## config.mk

```make
export PLATFORM = sky130hd
export DESIGN_NAME = gray_fifo_pointer
export DESIGN_NICKNAME = d
export VERILOG_FILES = /design/src/rtl/gray_fifo_pointer.sv
export SDC_FILE = /design/constraint.sdc
export NUM_CORES = 1
export LEC_CHECK = 0
export ABC_CLOCK_PERIOD_IN_PS = 4050
export BUFFER_PORTS_ARGS = -buffer_cell sky130_fd_sc_hd__buf_2
export CORE_MARGIN = 2
export CORE_UTILIZATION = 51
export CTS_BUF_LIST = sky130_fd_sc_hd__clkbuf_4 sky130_fd_sc_hd__clkbuf_8
export CTS_CLUSTER_DIAMETER = 200
export CTS_CLUSTER_SIZE = 30
export DETAILED_ROUTE_END_ITERATION = 6
export PLACE_DENSITY_LB_ADDON = 0.25
export SETUP_SLACK_MARGIN = 0.2
export SLEW_MARGIN = 15
export SYNTH_ARGS = -nofsm -noshare
export SYNTH_HDL_FRONTEND = slang
export SYNTH_SLANG_ARGS = --single-unit
```

## constraint.sdc

```tcl
create_clock -name aclk -period 4.05 [get_ports aclk]
set_input_delay 1.0125 -clock aclk [delete_from_list [all_inputs] [get_ports aclk]]
set_output_delay 1.0125 -clock aclk [all_outputs]
set_load 0.01 [all_outputs]
```

## src/rtl/gray_fifo_pointer.sv

```systemverilog
// Pointer block for one side of a dual-clock FIFO: binary/Gray pointer,
// synchroniser for the remote Gray pointer, and registered full/empty,
// fill level and almost flags derived from the next-state pointer.
module gray_fifo_pointer #(
  parameter int unsigned ADDR_WIDTH    = 4,
  parameter int unsigned MODE          = 0,
  parameter int unsigned SYNC_STAGES   = 2,
  parameter int unsigned ALMOST_THRESH = 1
) (
  input  logic                  aclk,
  input  logic                  areset,
  input  logic                  inc,
  input  logic [ADDR_WIDTH:0]   remote_gray_ptr,
  output logic                  advance,
  output logic [ADDR_WIDTH-1:0] addr,
  output logic [ADDR_WIDTH:0]   bin_ptr,
  output logic [ADDR_WIDTH:0]   gray_ptr,
  output logic                  stop,
  output logic [ADDR_WIDTH:0]   level,
  output logic                  almost
);

  localparam int unsigned PTR_W  = ADDR_WIDTH + 1;
  localparam bit          IS_WR  = (MODE == 0);
  // Read side comes out of reset empty, write side comes out not full.
  localparam logic        RST_STOP   = !IS_WR;
  localparam logic        RST_ALMOST = !IS_WR;

  logic [PTR_W-1:0] sync_q [SYNC_STAGES];
  logic [PTR_W-1:0] rgray_s;
  logic [PTR_W-1:0] rbin_s;
  logic [PTR_W-1:0] bin_next;
  logic [PTR_W-1:0] gray_next;
  logic [PTR_W-1:0] full_gray;
  logic [PTR_W-1:0] level_next;
  logic             stop_next;
  logic             almost_next;

  // Accepted-increment strobe; the only combinational output.
  assign advance = inc & ~stop;
  assign addr    = bin_ptr[ADDR_WIDTH-1:0];
  assign rgray_s = sync_q[SYNC_STAGES-1];

  // Plain shift-register synchroniser for the remote Gray pointer.
  always_ff @(posedge aclk) begin
    if (areset) begin
      for (int unsigned i = 0; i < SYNC_STAGES; i++) begin
        sync_q[i] <= '0;
      end
    end else begin
      sync_q[0] <= remote_gray_ptr;
      for (int unsigned i = 1; i < SYNC_STAGES; i++) begin
        sync_q[i] <= sync_q[i-1];
      end
    end
  end

  // Next-state pointer, remote Gray-to-binary and flag computation.
  always_comb begin
    bin_next  = bin_ptr + PTR_W'(advance);
    gray_next = bin_next ^ (bin_next >> 1);
    rbin_s    = '0;
    for (int unsigned i = 0; i < PTR_W; i++) begin
      rbin_s[i] = ^(rgray_s >> i);
    end
    // Full when the local pointer is exactly one lap ahead of the remote one.
    full_gray = {~rgray_s[ADDR_WIDTH:ADDR_WIDTH-1], rgray_s[ADDR_WIDTH-2:0]};
    if (IS_WR) begin
      stop_next   = (gray_next == full_gray);
      level_next  = bin_next - rbin_s;
      almost_next = (level_next >= PTR_W'(ALMOST_THRESH));
    end else begin
      stop_next   = (gray_next == rgray_s);
      level_next  = rbin_s - bin_next;
      almost_next = (level_next <= PTR_W'(ALMOST_THRESH));
    end
  end

  // Pointer and flag registers; Gray output is registered to stay glitch-free.
  always_ff @(posedge aclk) begin
    if (areset) begin
      bin_ptr  <= '0;
      gray_ptr <= '0;
      stop     <= RST_STOP;
      level    <= '0;
      almost   <= RST_ALMOST;
    end else begin
      bin_ptr  <= bin_next;
      gray_ptr <= gray_next;
      stop     <= stop_next;
      level    <= level_next;
      almost   <= almost_next;
    end
  end

endmodule

```

==> out/qor.csv <==
metric;value;unit
yosys warns;0;
period utilization;0.882;
DR top layer;met4;
gpl congestion;0.736;
largest family of logic cells by synthesized area;simple AND/OR/NAND/NOR gates;
sequential-to-total area share from yosys stat;0.440;
Die X;52.2;um
combinational share of power;0.268;
max frequency;0.280;GHz
Routed Antenna Nets;0;
Final min period;3.57;ns
EDFF count, synth;0;
Final TNS setup;0;ns
placed cell areas;0.00132;sq mm
FF+latch count, synth;26;
I/O Buffers;29;
core area;0.00221;sq mm
switch share;0.289;
Area Overhead vs Synth;14.7;%
via count;865;
Max-Slew Margin vs Limit;0.666;
die footprint;0.00272;sq mm
GRT Total Usage;0.174;
CTS tree;yes;
final hold vios;0;
vias in the first global route;840;
total power;0.565;mW
layout cells sized above 1;0.285;
Critical Path End Type;register;
syn_nets;132;
Async SR Flop Fraction;0;
Chip Height;52.2;um
clock power share;0.229;
post-synthesis mux area share;0.00847;
first-pass GRT wire length;3490;um
Worst Path Max Fanout;6;
FP Rows;17;
CTS resizes;0;
Total Routed Length;2010;um
Skew-Pair Late Insertion Delay;0.32;ns
max cap viols;0;
number of buffers created by CTS;3;
top cell type's share of synthesized area;0.440;
worst hold path type;register to register;
Reg2Reg Setup Slack;0.92;ns
most common cell in the netlist;dfxtp_1;
synthesized area per cell;10.0;sq um
Final Cell Area;0.00136;sq mm
CP arrival;3.77;ns
Bufs on Longest Clock Path;2;
vias per cell;5.03;
adder-cell share of the synthesized area;0.0635;
Power Dens Cells;417;mW/mm^2
most frequent cells after synthesis;26 x dfxtp_1, 17 x nor2b_1, 15 x nor2_1, 9 x xor2_1, 7 x xnor2_1;
post-synthesis cell count;118;
leak pwr;0.624;nW
Unique masters post-synth;28;
Hold Buf Count CTS;0;
Psw;0.163;mW
Post-Synth XOR/XNOR Area;0.146;
Worst Skew;0.00213;ns
Pint;0.402;mW
TritonCTS sink count;26;
DRC;0;
main area contributors after synthesis;dfxtp_1 44%, nor2b_1 9.0%, xor2_1 6.7%, ha_1 6.3%, xnor2_1 5.2%;
WL per Instance;11.7;um
TritonRoute pass-1 iters;4;
antenna cells;0;
clk slew on worst S/H paths;0.13;ns
worst slew pin tran;0.499;ns
area of the mapped netlist;0.00118;sq mm
root buffer cell;clkbuf_4;
Worst setup SP type;primary input;
Peak VDD IR;0.214;mV
WS Path Type;primary input to register;
Initial Utilization;0.535;
largest net degree at the start of global routing;27;
dpl hpwl;1520;um
met3 wire len;66;um
WL met1;909;um
global route overflow;0;
most common flop cell mapped by yosys;dfxtp_1;
I/O Pins;30;
WP data required;4.24;ns
area share of and/or/nand/nor cells after synthesis;0.224;
Final setup viols;0;
status;completed;
sequential power share;0.504;
Final nets;159;
setup repair bufs after CTS;0;
initial antenna violation count;0;
fin cells;172;
Max Slew Vio Count;0;
RSZ-0062 raised after global routing;false;
Compound-Gate Fraction of Synth Area;0.0656;
1st-iter DRT viols;8;
met2 wire length;986;um
placed cells;168;
H-tree Lvls;1;
cell taking the most area after synthesis;dfxtp_1;
-- flip-flops by register name (all words and copies together) (netlist names) --
signal / count
stop: 1
bin_ptr: 5
sync_q: 10
level: 5
gray_ptr: 4
almost: 1
-- cells in the final DEF (no fill, tap or decap) --
| master | netlist | final |
|---|---|---|
| nor3_1 | 2 | 2 |
| or3b_2 | 1 | 1 |
| or3_1 | 1 | 1 |
| or4_1 | 1 | 1 |
| xnor2_2 | 2 | 2 |
| inv_1 | 3 | 3 |
| clkbuf_4 | 0 | 3 |
| xor2_1 | 9 | 9 |
| nor2_1 | 15 | 15 |
| clkbuf_8 | 0 | 1 |
| dfxtp_1 | 26 | 26 |
| nand2_1 | 1 | 1 |
| and2_1 | 1 | 1 |
| nand3_1 | 3 | 3 |
| buf_4 | 5 | 1 |
| a311oi_1 | 1 | 1 |
| nand2b_1 | 3 | 3 |
| o31ai_1 | 1 | 1 |
| a2111oi_2 | 2 | 2 |
| nor3b_1 | 1 | 1 |
| ha_1 | 6 | 6 |
| buf_2 | 1 | 29 |
| or4_4 | 1 | 1 |
| a21oi_1 | 3 | 3 |
| xnor2_1 | 7 | 7 |
| nor2b_1 | 17 | 17 |
| mux2i_1 | 1 | 1 |
| a41oi_2 | 1 | 1 |
| nand3b_1 | 1 | 1 |
-- per-layer routing --
layer  track usage  vias to the layer above
met5             0                        -
met4        0.0897                        0
met3        0.0259                        5
met2         0.312                       20
met1         0.197                      407
li1              -                      433
-- cells by family (layout without fill, tap and decap cells) --
group / after synthesis / count (layout)
flops: 26 / 26
fa+ha+maj: 6 / 6
buf+inv: 11 / 37
compound gates: 8 / 8
xor+xnor: 18 / 18
simple gates: 48 / 48
mux: 1 / 1
-- power groups by stage --
stage	registers, mW	clock network (mW)	logic [mW]
2_1_floorplan	0.300	0	0.102
3_3_place_gp	0.290	0	0.146
3_5_place_dp	0.291	0	0.151
4_1_cts	0.285	0.133	0.152
5_1_grt	0.288	0.141	0.168
6_report	0.285	0.129	0.151
-- final cells by class --
| type | instances | area, sq um |
|---|---|---|
| multi-input cells | 81 | 601 |
| clock buffers | 4 | 36.3 |
| fillers | 193 | 856 |
| inverters | 3 | 11.3 |
| repair buffers | 30 | 153 |
| well taps | 28 | 35.0 |
| flip-flops and latches | 26 | 520 |
-- per-stage QoR --
stage / setup WS (ns) / util / hold WS (ns)
after detailed placement: 0.176 / 0.597 / 0.427
after CTS: 0.489 / 0.613 / 0.458
after global placement: 0.375 / 0.597 / 0.418
after floorplan: 0.286 / - / 0.414
after global routing: 0.309 / 0.613 / 0.466
final: 0.477 / 0.613 / 0.454
-- worst paths after layout --
path                                   to               startpoint  cells after the start
hold reg to reg   sync_q[0][7]$_SDFF_PP0_  sync_q[0][2]$_SDFF_PP0_                      1
hold / removal    sync_q[0][7]$_SDFF_PP0_  sync_q[0][2]$_SDFF_PP0_                      1
setup / recovery        almost$_SDFF_PP0_                      inc                     12
setup reg to reg        almost$_SDFF_PP0_          stop$_SDFF_PP0_                     11
-- worst max-delay path: stages --
cell and delay, ns:
buf_2 0.07, nor2b_1 0.18, ha_1 0.19, nand3_1 0.09, xor2_1 0.43, inv_1 0.09
ha_1 0.36, nor2b_1 0.09, nor2b_1 0.13, or4_1 0.51, a311oi_1 0.44, a41oi_2 0.17
(Power assumes the default switching activity.)
